--- config.mk ---
export PLATFORM = sky130hd
export DESIGN_NAME = mips_multicycle_ctrl
export DESIGN_NICKNAME = d
export VERILOG_FILES = /design/src/rtl/mips_multicycle_ctrl.sv
export SDC_FILE = /design/constraint.sdc
export NUM_CORES = 1
export LEC_CHECK = 0
export ABC_AREA = 1
export CAP_MARGIN = 20
export CORE_UTILIZATION = 55
export DETAILED_ROUTE_END_ITERATION = 10
export DONT_BUFFER_PORTS = 1
export PLACE_DENSITY = 0.73
export SETUP_SLACK_MARGIN = 0.02
export SLEW_MARGIN = 20
export SYNTH_ARGS = -nofsm -noshare
export SYNTH_HDL_FRONTEND = slang
export SYNTH_SLANG_ARGS = --single-unit
--- constraint.sdc ---
create_clock -name clk -period 2.05 [get_ports clk]
set_clock_uncertainty 0.15 [all_clocks]
set_input_delay 0.41 -clock clk [delete_from_list [all_inputs] [get_ports clk]]
set_output_delay 0.41 -clock clk [all_outputs]
set_load 0.1 [all_outputs]
--- src/rtl/mips_multicycle_ctrl.sv ---
// mips_multicycle_ctrl
//   Moore control FSM for a multicycle MIPS datapath (PC, IR, register file,
//   ALU, one shared instruction/data memory). Each state drives the datapath
//   mux selects and write strobes. The FSM stalls on the memory handshake,
//   traps on illegal opcodes and memory timeouts, and counts retired
//   instructions.
//
// Ports
//   clk, reset            rising-edge clock, asynchronous active-low reset
//   opcode[5:0]           IR[31:26], valid from DECODE onward
//   mem_ready             memory completed the current access this cycle
//   pc_write, pc_write_cond, pc_source[1:0]   PC update controls
//   i_or_d, mem_read, mem_write, ir_write     memory / IR controls
//   reg_dst, mem_to_reg, reg_write            register file controls
//   alu_src_a, alu_src_b[1:0], alu_op[1:0]    ALU controls
//   state[3:0]            current state encoding (debug)
//   fault[1:0]            00 none, 01 illegal opcode, 10 memory timeout (sticky)
//   inst_count[CNT_W-1:0] retired instructions, wraps
//
// Memory handshake: in FETCH, MEMRD and MEMWR the request (mem_read or
// mem_write) stays asserted with the same address select until a cycle in
// which mem_ready=1. That cycle completes the access, and the FSM leaves the
// state on the following edge. A request is never withdrawn before
// mem_ready, except by a timeout trap or by reset.
module mips_multicycle_ctrl #(
  parameter int MAX_WAIT = 16,
  parameter int CNT_W    = 32
) (
  input  logic             clk,
  input  logic             reset,
  input  logic [5:0]       opcode,
  input  logic             mem_ready,
  output logic             pc_write,
  output logic             pc_write_cond,
  output logic [1:0]       pc_source,
  output logic             i_or_d,
  output logic             mem_read,
  output logic             mem_write,
  output logic             ir_write,
  output logic             reg_dst,
  output logic             mem_to_reg,
  output logic             reg_write,
  output logic             alu_src_a,
  output logic [1:0]       alu_src_b,
  output logic [1:0]       alu_op,
  output logic [3:0]       state,
  output logic [1:0]       fault,
  output logic [CNT_W-1:0] inst_count
);

  typedef enum logic [3:0] {
    S_FETCH   = 4'd0,
    S_DECODE  = 4'd1,
    S_MEMADR  = 4'd2,
    S_MEMRD   = 4'd3,
    S_MEMWB   = 4'd4,
    S_MEMWR   = 4'd5,
    S_EXEC    = 4'd6,
    S_ALUWB   = 4'd7,
    S_BRANCH  = 4'd8,
    S_JUMP    = 4'd9,
    S_ADDI_EX = 4'd10,
    S_ADDI_WB = 4'd11,
    S_TRAP    = 4'd12
  } state_t;

  localparam logic [5:0] OP_R    = 6'h00;
  localparam logic [5:0] OP_J    = 6'h02;
  localparam logic [5:0] OP_BEQ  = 6'h04;
  localparam logic [5:0] OP_ADDI = 6'h08;
  localparam logic [5:0] OP_LW   = 6'h23;
  localparam logic [5:0] OP_SW   = 6'h2B;

  // The counter only has to reach MAX_WAIT-1. With the timeout disabled it
  // simply wraps, which is harmless.
  localparam int WAIT_W = (MAX_WAIT > 1) ? $clog2(MAX_WAIT) : 1;
  localparam logic [WAIT_W-1:0] WAIT_LAST = WAIT_W'(MAX_WAIT - 1);

  state_t            cur;
  logic [WAIT_W-1:0] wait_cnt;
  logic              timeout;

  // A cycle with mem_ready=1 always completes normally, even at the limit.
  assign timeout = (MAX_WAIT != 0) && !mem_ready && (wait_cnt == WAIT_LAST);
  assign state   = cur;

  always_ff @(posedge clk or negedge reset) begin
    if (!reset) begin
      cur        <= S_FETCH;
      wait_cnt   <= '0;
      fault      <= 2'b00;
      inst_count <= '0;
    end else begin
      // Any state change clears the wait counter. Only the stall branches
      // below advance it.
      wait_cnt <= '0;
      case (cur)
        S_FETCH, S_MEMRD, S_MEMWR: begin
          if (mem_ready) begin
            case (cur)
              S_FETCH: cur <= S_DECODE;
              S_MEMRD: cur <= S_MEMWB;
              default: begin
                cur        <= S_FETCH;
                inst_count <= inst_count + CNT_W'(1);
              end
            endcase
          end else if (timeout) begin
            cur   <= S_TRAP;
            fault <= 2'b10;
          end else begin
            wait_cnt <= wait_cnt + WAIT_W'(1);
          end
        end
        S_DECODE: begin
          case (opcode)
            OP_LW, OP_SW: cur <= S_MEMADR;
            OP_R:         cur <= S_EXEC;
            OP_BEQ:       cur <= S_BRANCH;
            OP_J:         cur <= S_JUMP;
            OP_ADDI:      cur <= S_ADDI_EX;
            default: begin
              cur   <= S_TRAP;
              fault <= 2'b01;
            end
          endcase
        end
        S_MEMADR:  cur <= (opcode == OP_LW) ? S_MEMRD : S_MEMWR;
        S_EXEC:    cur <= S_ALUWB;
        S_ADDI_EX: cur <= S_ADDI_WB;
        S_MEMWB, S_ALUWB, S_BRANCH, S_JUMP, S_ADDI_WB: begin
          cur        <= S_FETCH;
          inst_count <= inst_count + CNT_W'(1);
        end
        S_TRAP:    cur <= S_TRAP;
        default:   cur <= S_FETCH;
      endcase
    end
  end

  // Outputs are decoded from the state register. The one exception is FETCH,
  // where the IR and PC loads follow mem_ready. Reset masks every strobe and
  // request without waiting for a clock edge.
  always_comb begin
    pc_write      = 1'b0;
    pc_write_cond = 1'b0;
    pc_source     = 2'b00;
    i_or_d        = 1'b0;
    mem_read      = 1'b0;
    mem_write     = 1'b0;
    ir_write      = 1'b0;
    reg_dst       = 1'b0;
    mem_to_reg    = 1'b0;
    reg_write     = 1'b0;
    alu_src_a     = 1'b0;
    alu_src_b     = 2'b00;
    alu_op        = 2'b00;
    case (cur)
      S_FETCH: begin
        mem_read  = 1'b1;
        alu_src_b = 2'b01;
        ir_write  = mem_ready;
        pc_write  = mem_ready;
      end
      S_DECODE:  alu_src_b = 2'b11;
      S_MEMADR: begin
        alu_src_a = 1'b1;
        alu_src_b = 2'b10;
      end
      S_MEMRD: begin
        mem_read = 1'b1;
        i_or_d   = 1'b1;
      end
      S_MEMWB: begin
        reg_write  = 1'b1;
        mem_to_reg = 1'b1;
      end
      S_MEMWR: begin
        mem_write = 1'b1;
        i_or_d    = 1'b1;
      end
      S_EXEC: begin
        alu_src_a = 1'b1;
        alu_op    = 2'b10;
      end
      S_ALUWB: begin
        reg_write = 1'b1;
        reg_dst   = 1'b1;
      end
      S_BRANCH: begin
        alu_src_a     = 1'b1;
        alu_op        = 2'b01;
        pc_write_cond = 1'b1;
        pc_source     = 2'b01;
      end
      S_JUMP: begin
        pc_write  = 1'b1;
        pc_source = 2'b10;
      end
      S_ADDI_EX: begin
        alu_src_a = 1'b1;
        alu_src_b = 2'b10;
      end
      S_ADDI_WB: reg_write = 1'b1;
      default: ;
    endcase
    if (!reset) begin
      pc_write      = 1'b0;
      pc_write_cond = 1'b0;
      ir_write      = 1'b0;
      reg_write     = 1'b0;
      mem_read      = 1'b0;
      mem_write     = 1'b0;
    end
  end

endmodule

Word level (Yosys, flattened, before mapping)
Cells that the tools add are included.
{"block": "classes", "addsub": 2, "n_eq_ne": 24, "n_mux": 35, "n_reduce_logical": 17}
{"op": "2-to-1 mux 32 bit", "n": 2}
{"op": "case mux 32 bit (2 select lines)", "n": 1}
{"op": "adder 32 x 1 -> 32 bit, second input constant", "n": 1}
{"op": "== test 4 bit, second input constant", "n": 6}
{"op": "case mux 4 bit (6 select lines)", "n": 1}
{"op": "2-to-1 mux 4 bit", "n": 5}
{"op": "case mux 4 bit (5 select lines)", "n": 1}
{"op": "== test 4 x 3 -> 1 bit, second input constant", "n": 4}
{"op": "2-to-1 mux 1 bit", "n": 15}
{"op": "== test 6 bit, second input constant", "n": 2}
{"op": "case mux 2 bit (2 select lines)", "n": 3}
{"op": "!= test 2 bit, second input constant", "n": 5}
{"op": "== test 4 x 2 -> 1 bit, second input constant", "n": 2}
{"op": "OR reduction 2 bit", "n": 4}
{"op": "== test 6 x 2 -> 1 bit, second input constant", "n": 1}
{"op": "== test 6 x 3 -> 1 bit, second input constant", "n": 1}
{"op": "== test 6 x 4 -> 1 bit, second input constant", "n": 1}
{"op": "logical NOT 6 bit", "n": 1}
{"op": "2-to-1 mux 2 bit", "n": 3}
{"op": "case mux 2 bit (3 select lines)", "n": 1}
{"op": "case mux 3 bit (2 select lines)", "n": 1}
{"op": "OR reduction 3 bit", "n": 2}
{"op": "OR reduction 6 bit", "n": 1}
{"op": "OR reduction 5 bit", "n": 1}
{"op": "12 further kinds", "n": 13}
{"block": "totals", "regBits": 42}

Depth between registers and ports, before layout
Gate-level depths: netlist (run 1).
{"block": "logic_depth", "ltp_word": 5, "ltp_mapped": 11}

Worst setup path after synthesis (run 1)
OpenSTA, ideal clock, no wires.
{"block": "synth_timing", "path_type": "register -> output", "from": "register cur[2] (netlist: state[2])", "to": "output port reg_write", "arrival_time_ns": 4.206, "t_required_ns": 1.490, "setup_slack_ns": -2.716, "stages_incl_launch_ff": 7, "path_buffers": 0, "path_cell_list": "dfrtp_1 > inv_2 > nor2_4 > inv_1 > nor2_1 > inv_1 > a21oi_1"}
{"block": "synth_via", "elab_chain_len": 4}
{"element": "from (decl)", "line": "79", "text": "state_t cur;"}
{"element": "from (signal assigned)", "line": "128", "text": "S_MEMADR: cur <= (opcode == OP_LW) ? S_MEMRD : S_MEMWR;"}
{"element": "== test 4 bit / == test 4 x 3 -> 1 bit (equally long branches)", "line": "158", "text": "case (cur)"}
{"element": "OR reduction 3 bit (no source line) (*)"}
{"element": "2-to-1 mux 1 bit (*)", "line": "158"}
{"element": "2-to-1 mux 1 bit (*)", "line": "207", "text": "if (!reset) begin"}
{"element": "to (decl)", "line": "42", "text": "output logic reg_write,"}
Every way passes the cells marked *; elsewhere a longest branch is shown, timed or not.

Final worst setup path (run 1)
{"block": "layout_timing", "from": "register cur[3] (netlist: state[3])", "to": "output port reg_write"}
Same word-level chain as after synthesis.

==> impl_results.md, run 1 <==
* GRT met3 Usage at 0.0683
* Clock root cell: clkbuf_8
* Fin Hold WS at 201 ps
* # rows at 26
* Hold endpoint: fault[1]
* Most frequent cell after synthesis: nand2_1
* Largest net degree at the start of global routing at 43
* Worst-path clk slew at around 90 ps
* Post-synth EDFFs at 0
* Area share of the largest cell type after synthesis at 0.361
* Critical R2R Launch: state[3]
* LEAKAGE at between 1.5 and 2 nW
* I/O Pins at 63
* Grt ovf at 0
* Synth cell types at 28
* Nets at about 540
* Crit. Startpoint: state[3]
* Storage cell area at 1100 µm²
* Synth Instances at about 460
* Final worst-path cycle share at 1.07
* GR Util met2 at 0.472
* Ratio of cells with drive above 1 in the final layout at 0.284
* Detailed-route wire length at between 8000 and 9000 µm
* Setup crit end kind: output pin
* DR iter-0 viols at between 200 and 250
* Worst Slack Setup Final at -136 ps
* Total number of vias at 3151
* Initial antenna violation count at 0
* Power Dens Cells at around 1500 nW/µm²
* Slew margin rel. at 0.689
* CP Cell Sequence: nor2_4, buf_4, nor2_2, nand2_1, a21oi_4, buf_12
* GRT Max-Usage Layer: met2
* Critical path type: flip-flop to output pin
* CP Data Required Time at approximately 1500 ps
* Violated checks: setup timing
* Yosys synthesis warning count at 0
* Final Core Density at 0.790
* Yosys top cell by area: dfrtp_1
* Post-Syn Nets at around 470
* CP delay by family, top: flip-flops
* R2R cell count at 9
* Max Slew Vio Count at 0
* Slowest CP cell: dfrtp_4
* Global-route wire length before repair at around 13000 µm
* Die area at around 5600 µm²
* Die span in x at roughly 75 µm
* Area growth, synth to finish at 38.8%
* Hold path depth at 3
* CP Launch Type: flip-flop
* Final setup fails at 8
* DIE HEIGHT at 74.7 µm
* HP Class: input port to flip-flop
* Number of max-cap violations at 0
* CTS tree: done
* Reg-to-reg critical path endpoint: inst_count[4]
* Gr usage total at 0.313
* Syn Area/Cell at roughly 6.4 µm²
* Clk_lat worst skew at 300 ps
* Critical path arrival at 1630 ps
* Max Clk Rate at ~460 MHz
* Antenna fix cells at 0
* Sink Count at 42
* Synthesized flop and latch total at 42
* Worst Path Buf+Inv at 2
* Core area at a little over 5000 µm²
* Status: complete, but fails checks
* Tightest Pin Transition at roughly 470 ps
* TritonCTS buffer count at 5
* Area of the multi-input gates at roughly 1700 µm²
* Worst path max stage delay at between 500 and 600 ps
* Dpl hpwl at between 6000 and 7000 µm
* Min cycle time layout at 2190 ps
* Routed wire per std cell at ~14 µm
* DR pass1 iterations at 5
* Max Root-Sink Buffers at 2
* VDD IR max at roughly 1000 µV
* RSZ-0062 raised after global routing: yes
* Largest cells by area after synthesis: dfrtp_1 36%, nand2_1 24%, nor2_1 8.9%
* Most used DFF post-synth: dfrtp_1
* Port Buffers at 0
* Vias/cell at about 5.3
* Remaining antenna violation count at 0
* Worst-path maximum fanout at 5
* Reg2Reg Setup Slack at 110 ps
* Htree depth at 2
* Syn Std Cell Area at 2910 µm²
* DRC viols at 0
* Vias in the first global route at 2768
* Fillers at just over 400
* Worst hold path startpoint: mem_ready
* Initial Utilization at 0.569
* Share of synthesized registers carrying an async set or reset at 1.00
* Post-synth top cells: 185 x nand2_1, 69 x nor2_1, 57 x inv_1
* GRT met1 Usage at 0.453
* Sequential area share after synthesis at 0.361
* RePlAce Congestion at approximately 0.93
* Number of hold violations in the final report at 0
==> layer usage <==
layer | routed length [µm] | vias up
li1 | - | 1549
met1 | 3940 | 1449
met2 | 3910 | 137
met3 | 654 | 16
met4 | 138 | 0
met5 | 0 | -
==> cells by family after synthesis <==
family	after synthesis	synth area share
compound gates	25	0.0469
fa+ha+maj	2	0.00860
simple gates	308	0.442
flops	42	0.361
xor+xnor	15	0.0452
buf+inv	64	0.0955
==> worst max path at each step <==
stage	endpoint	slack, ps	cells after the start
floorplan	reg_write	-610	5
CTS	reg_write	-100	6
global placement	ir_write	170	6
global route	ir_write	-170	6
finish	reg_write	-140	6
detailed placement	inst_count[9]	140	10
==> where the power goes <==
| group | leakage [nW] | internal (mW) | switching [mW] |
|---|---|---|---|
| clock | 0.0683 | 0.489 | 0.319 |
| combinational | 1.32 | 1.08 | 2.85 |
| sequential | 0.527 | 1.01 | 0.187 |
==> flip-flops by register name (all words and copies together) (netlist names) <==
signal / count
wait_cnt: 4
fault: 2
inst_count: 32
state: 4
==> stage by stage <==
stage	setup slack (ps)	instances	cell area, µm²	total power [mW]	TNS (ps)
floorplan	-612	456	3080	4.03	-2900
global placement	170	578	3700	4.68	0
detailed placement	142	578	3700	4.74	0
CTS	-105	595	3950	5.70	-763
global route	-175	599	4040	6.18	-1460
finish	-136	599	4040	5.93	-823
==> cells in the final DEF (no fill, tap or decap), types with 2 or more instances in the layout <==
cell type / instances
nand2_1: 180
nor2_1: 55
buf_4: 49
inv_1: 47
nand3_1: 27
dfrtp_2: 23
buf_12: 16
nor2_4: 13
dfrtp_1: 13
o21ai_1: 11
xor2_1: 10
inv_2: 8
nor3_1: 8
o21ai_0: 7
nand2_2: 6
dfrtp_4: 6
xnor2_1: 5
nand3b_1: 5
clkbuf_8: 5
nor2_2: 4
nand4_1: 4
buf_6: 4
nand2_4: 3
inv_4: 2
nand2_8: 2
ha_1: 2
bufinv_16: 2
==> repair_timing <==
item	4_1_cts	5_1_grt
hold endpoints to repair	42	0
endpoints found under the setup margin	12	25
hold buffers	2	0
gates resized for setup	9	9
setup buffers	7	4
pin swaps	10	6
==> final cells by class <==
type	count	share of cell area
multi-input cells	350	0.428
flip-flops and latches	42	0.273
well taps	70	0.0217
clock inverters	3	0.0170
inverters	59	0.0589
repair buffers	70	0.184
clock buffers	5	0.0170
==> worst min-delay path, cell delays in order <==
cell	delay [ps]
inv_1	60
nand3_1	100
nand2_1	50
Note: power is estimated with default switching activity, not from simulation.
==> run 2, diff against run 1 <==
Settings changed: ABC_AREA 1 to not set, RECOVER_POWER set to 100.
==> run 2 against run 1 <==
  * Count of clock-buffer cells in the layout up 1
  * Clock power is 28% lower
  * First-iteration DRC count up 88%
  * Sequential cell count is the same
  * Sequential share of layout area up 3.2 points
  * Highest routed layer unchanged
  * The flow still finishes with violations (setup timing)
  * Utilization up 14 points
  * Critical endpoint is now alu_src_b[0]
  * Cell count fell by 35%
==> impl_results.md, run 2 <==
* DR iter-0 viols at 378 (+88%)
* CP Launch Type: flip-flop
* Vias/cell at 6.78 (+29%)
* Sequential area share after synthesis at 0.458 (+0.0963)
* Number of hold violations in the final report at 0 (unchanged)
* Most common cell after layout, fill and taps aside: clkbuf_2
* Critical path type: flip-flop to output pin
* Vias in the first global route at 2286 (-17%)
* Violated checks: setup timing
* RePlAce Congestion at 0.854 (-8.4%)
* Slew margin rel. at 0.300 (-0.389)
* Synth cell types at 44 (+57%)
* Fillers at 127 (-69%)
* I/O Pins at 63 (unchanged)
* Most used DFF post-synth: dfrtp_1
* Biggest register: inst_count
* Port Buffers at 0 (unchanged)
* CP Data Required Time at 1490 ps (about the same)
* Yosys synthesis warning count at 0 (unchanged)
* Ratio of cells with drive above 1 in the final layout at 0.534 (+0.250)
* TritonCTS buffer count at 5 (unchanged)
* Most frequent cell after synthesis: dfrtp_1
* Final worst-path cycle share at 1.12 (+0.0537)
* Post-Syn Nets at 254 (-46%)
* Final Total Pwr at 5.72 mW (-3.5%)
* Nets at 349 (-35%)
* Critical path arrival at 1740 ps (+110 ps)
* Share of synthesized registers carrying an async set or reset at 1.00 (unchanged)
* Power Dens Cells at 1540 nW/µm² (+5.1%)
* DRC viols at 0 (unchanged)
* Number of max-cap violations at 0 (unchanged)
* Worst Slack Setup Final at -246 ps (-110 ps)
* Worst-path clk slew at 90 ps (about the same)
* Die span in x at 66.6 µm (-11%)
* Largest net degree at the start of global routing at 43 (unchanged)
* Die area at 4440 µm² (-21%)
* Grt ovf at 0 (unchanged)
* Fin Hold WS at 172 ps (-29.1 ps)
* VDD IR max at 1400 µV (+40%)
* Post-synth top cells: 42 x dfrtp_1, 27 x nor2_1, 22 x nand2_1
* Dpl hpwl at 4170 µm (-35%)
* Clock root cell: clkbuf_8
* Max Clk Rate at 436 MHz (-4.8%)
* Initial Utilization at 0.574 (+0.00465)
* Max Root-Sink Buffers at 2 (unchanged)
* Syn Std Cell Area at 2300 µm² (-21%)
* Area growth, synth to finish at 61.5%
* Largest cells by area after synthesis: dfrtp_1 46%, xnor2_1 8.0%, xor2_1 5.3%
* HP Class: input port to flip-flop
* Tightest Pin Transition at 1050 ps (+584 ps)
* Dpl ws at 37.2 ps (-105 ps)
* Status: complete, but fails checks
* Largest register FFs at 32 (unchanged)
* CTS tree: done
* Worst-path maximum fanout at 7 (+2)
* Htree depth at 2 (unchanged)
* Min cycle time layout at 2300 ps (+110 ps)
* Remaining antenna violation count at 0 (unchanged)
* Yosys top cell by area: dfrtp_1
* Core area at 4000 µm² (-22%)
* Antenna fix cells at 0 (unchanged)
* Final setup fails at 44 (+36)
* Sink Count at 42 (unchanged)
* Syn Area/Cell at 9.45 µm² (+48%)
* Max Slew Vio Count at 0 (unchanged)
* Clk_lat worst skew at 320 ps (+20 ps)
* Synthesized flop and latch total at 42 (unchanged)
* Global-route wire length before repair at 11100 µm (-14%)
* Routed wire per std cell at 26.5 µm (+84%)
* Total number of vias at 2639 (-16%)
* Post-synth EDFFs at 0 (unchanged)
* DR pass1 iterations at 5 (unchanged)
* Synth Instances at 243 (-47%)
* Detailed-route wire length at 10300 µm (+19%)
* # rows at 23 (-12%)
* LEAKAGE at 1.64 nW (-14%)
* Setup crit end kind: output pin
* Initial antenna violation count at 0 (unchanged)
* Final Core Density at 0.927 (+0.137)
* RSZ-0062 raised after global routing: yes
* Area share of the largest cell type after synthesis at 0.458 (+0.0963)
* Most frequent cells in the layout: 35 x clkbuf_2, 30 x buf_4, 21 x xnor2_1
* Gr usage total at 0.346 (+0.0329)
* DIE HEIGHT at 66.6 µm (-11%)
[run 2: critical path: stages, from the launching register on]
cell and delay, ps:
dfrtp_4 560, buf_2 220, buf_12 190, nor3_4 240, buf_12 210
[run 2: per-layer routing]
metal,GRT usage,part of all wire
met1,0.413,0.34
met2,0.574,0.47
met3,0.0993,0.11
met4,0.154,0.080
met5,0,0
[run 2: what timing repair did]
action	CTS	global route
setup buffers	12	17
endpoints found under the setup margin	15	41
endpoints found under the hold margin	42	0
resized for setup	20	35
pin swaps	4	20
hold buffers	2	0
[run 2: final cells by class]
type                    count  area (µm²)  area share
flip-flops and latches     42        1130       0.305
repair buffers             96         903       0.244
clock inverters             2        13.8     0.00371
multi-input cells         187        1500       0.405
well taps                  50        62.6      0.0169
inverters                   6        25.0     0.00675
clock buffers               6        72.6      0.0196
[run 2: logic make-up (layout without fill, tap and decap cells)]
logic type	count (synthesis)	after routing	synth area share
buffers and inverters	14	110	0.0251
DFF	42	42	0.458
adders and majority gates	3	3	0.0153
muxes	1	1	0.00490
xor gates and xnor gates	35	35	0.134
AOI/OAI and AO/OA	26	26	0.0752
and+or+nand+nor	122	122	0.288
[run 2: worst paths after layout]
path | startpoint | endpoint | slack (ps) | cells past startpoint
max reg2reg | state[3] | inst_count[14] | -230 | 8
max | state[3] | alu_src_b[0] | -250 | 4
min | opcode[1] | state[0] | 170 | 2
min in group asynchronous | reset | inst_count[27] | 770 | 2
min reg2reg | inst_count[31] | inst_count[31] | 340 | 1
max in group asynchronous | reset | state[0] | 210 | 2
[run 2: stage by stage]
stage | instance area (µm²) | std cells | setup TNS (ps)
6_report | 3710 | 389 | -6160
3_3_place_gp | 3240 | 350 | 0
5_1_grt | 3710 | 389 | -10060
4_1_cts | 3530 | 372 | -1480
2_1_floorplan | 2630 | 243 | -8500
3_5_place_dp | 3240 | 350 | 0
[run 2: report_power, final]
group / internal, mW / leakage [nW] / switching (mW)
logic: 1.27 / 1.08 / 2.64
clock network: 0.241 / 0.0452 / 0.341
registers: 1.01 / 0.512 / 0.220
==> run 3, diff against run 2 <==
Settings changed: CORE_MARGIN set to 5.
==> run 3 against run 2 <==
  * Sequential share of layout area is 0.97 points lower
  * Count of clock-buffer cells in the layout stayed put
  * Critical path type is now flip-flop to flip-flop
  * The flow still finishes with violations (setup timing)
  * Highest routed layer unchanged
  * Wire length is 24% higher
  * Non-clock buffer count is 5 higher
  * Global-route usage is 2.0 points lower
==> impl_results.md, run 3 (same netlist as run 2, synthesis figures left out) <==
* Power Dens Cells at 1570 nW/µm² (+1.7%)
* Die area at 5570 µm² (+25%)
* Routed wire per std cell at 32.5 µm (+22%)
* GRT met3 Usage at 0.0935 (-0.00586)
* R2R cell count at 7 (-1)
* Most common cell after layout, fill and taps aside: clkbuf_2
* Fillers at 88 (-31%)
* Worst Slack Setup Final at -312 ps (-66.0 ps)
* Logic pwr share at 0.698 (+0.015)
* Grt ovf at 0 (unchanged)
* Dpl hpwl at 4850 µm (+16%)
* HP Class: input port to flip-flop
* Violated checks: setup timing
* Final setup fails at 44 (unchanged)
* Clk_lat worst skew at 320 ps (about the same)
* I/O Pins at 63 (unchanged)
* Clock root cell: clkbuf_8
* Port Buffers at 0 (unchanged)
* CP Data Required Time at 2090 ps (+600 ps)
* Sink Count at 42 (unchanged)
* Core area at 4030 µm² (+0.72%)
* Tightest Pin Transition at 1080 ps (+29.1 ps)
* Number of max-cap violations at 0 (unchanged)
* LEAKAGE at 1.67 nW (+1.9%)
* Biggest register: inst_count
* DRC viols at 0 (unchanged)
* Initial antenna violation count at 0 (unchanged)
* Largest net degree at the start of global routing at 43 (unchanged)
* GR Util met2 at 0.538 (-0.0369)
* Worst path max stage delay at 550 ps (about the same)
* Pint at 2.60 mW (+3.1%)
* Status: complete, but fails checks
* Area growth, synth to finish at 66.8%
* GRT met1 Usage at 0.387 (-0.0264)
* Reg2Reg Setup Slack at -310 ps (-80 ps)
* Number of hold violations in the final report at 0 (unchanged)
* Critical Path End: state[0]
* Critical path type: flip-flop to flip-flop
* RePlAce Congestion at 0.871 (+2.0%)
* Worst-path maximum fanout at 6 (-1)
* Max Root-Sink Buffers at 2 (unchanged)
* Initial Utilization at 0.570 (-0.00410)
* Ratio of cells with drive above 1 in the final layout at 0.584 (+0.0504)
* Vias/cell at 7.47 (+10%)
* Clock power frac at 0.097 (-0.005)
* Seq pwr share at 0.206 (-0.010)
* Reg-to-reg critical path endpoint: state[0]
* Critical R2R Launch: state[3]
* Nets at 354 (+1.4%)
* Remaining antenna violation count at 0 (unchanged)
* Largest register FFs at 32 (unchanged)
* GRT Max-Usage Layer: met2
* Max Clk Rate at 423 MHz (-2.8%)
* Critical path arrival at 2410 ps (+670 ps)
* Slew margin rel. at 0.280 (-0.0194)
* Cell count after placement at 353 (+0.86%)
* Gr usage total at 0.326 (-0.0200)
* CP Launch Type: flip-flop
* DR iter-0 viols at 617 (+63%)
* Setup crit end kind: flip-flop
* Total number of vias at 2943 (+12%)
* Detailed-route wire length at 12800 µm (+24%)
* DR pass1 iterations at 11 (+6)
* Fin Hold WS at 177 ps (+5.60 ps)
* Crit. Startpoint: state[3]
* Antenna fix cells at 0 (unchanged)
* VDD IR max at 1890 µV (+35%)
* Min cycle time layout at 2360 ps (+66.0 ps)
* Switching power at 3.41 mW (+6.5%)
* Worst-path clk slew at 90 ps (about the same)
* Global-route wire length before repair at 13400 µm (+20%)
* Most frequent cells in the layout: 35 x clkbuf_2, 34 x buf_4, 20 x xnor2_1
* Htree depth at 2 (unchanged)
* DIE HEIGHT at 74.6 µm (+12%)
* TritonCTS buffer count at 5 (unchanged)
* Final worst-path cycle share at 1.15 (+0.0322)
* Max Slew Vio Count at 0 (unchanged)
* CTS tree: done
* Non-filler cells, final at 394 (+1.3%)
* Net Sw Frac at 0.567 (+0.00817)
* Slowest CP cell: dfrtp_4
* Die span in x at 74.6 µm (+12%)
* Vias in the first global route at 2470 (+8.0%)
* RSZ-0062 raised after global routing: yes
* Top cell by count, worst path: buf_4
* # rows at 23 (unchanged)
* Setup_tns at -5340 ps (+827 ps)
* CP Cell Sequence: buf_4, nor2_4, buf_4, nand2_1, nor3_1, nand3_1, o211ai_1
[run 3: final cells by class]
type	instances	area, µm²	area share
Multi-Input combinational cell	187	1570	0.411
Clock buffer	6	72.6	0.0190
Inverter	6	25.0	0.00654
Tap cell	50	62.6	0.0163
Sequential cell	42	1130	0.295
Timing Repair Buffer	101	951	0.248
Clock inverter	2	13.8	0.00359
[run 3: layer usage]
metal / wire (µm) / vias to the layer above
li1: - / 1047
met1: 3900 / 1387
met2: 5750 / 351
met3: 1760 / 158
met4: 1390 / 0
met5: 0 / -
[run 3: power groups by stage]
stage	logic, mW	clock network [mW]	registers [mW]
2_1_floorplan	1.59	0	1.96
3_5_place_dp	3.06	0	1.22
5_1_grt	4.24	0.603	1.23
3_3_place_gp	3.02	0	1.21
4_1_cts	3.55	0.529	1.16
6_report	4.19	0.581	1.24
[run 3: worst max-delay path, delay by kind of cell, from the launching register on]
family,cells,cell delay (ps)
DFF,1,550
buffers and inverters,2,340
AOI/OAI and AO/OA,1,190
and+or+nand+nor,4,1010
[run 3: repair_timing]
action / CTS / global route
pin swaps: 9 / 27
hold endpoints to repair: 42 / 0
resized for setup: 36 / 40
cloned: 0 / 1
buffers inserted: 14 / 16
endpoints found under the setup margin: 17 / 42
hold buffers: 2 / 0
[run 3: worst min path at each step]
stage / from / endpoint / slack, ps / cells past startpoint
after global placement: reset / fault[0] / -30 / 0
after CTS: mem_ready / state[3] / 190 / 3
final: opcode[4] / fault[1] / 180 / 2
after detailed placement: reset / fault[0] / -30 / 0
after floorplan: reset / fault[0] / -40 / 0
after global routing: opcode[4] / fault[1] / 170 / 2
[run 3: metrics by stage]
| stage | cell area (µm²) | utilization | setup slack [ps] | power, mW |
|---|---|---|---|---|
| detailed placement | 3270 | 0.811 | 54.0 | 4.29 |
| floorplan | 2630 | - | -834 | 3.55 |
| global route | 3830 | 0.950 | -337 | 6.08 |
| finish | 3830 | 0.950 | -312 | 6.01 |
| global placement | 3270 | 0.811 | 117 | 4.23 |
| CTS | 3630 | 0.901 | -172 | 5.24 |
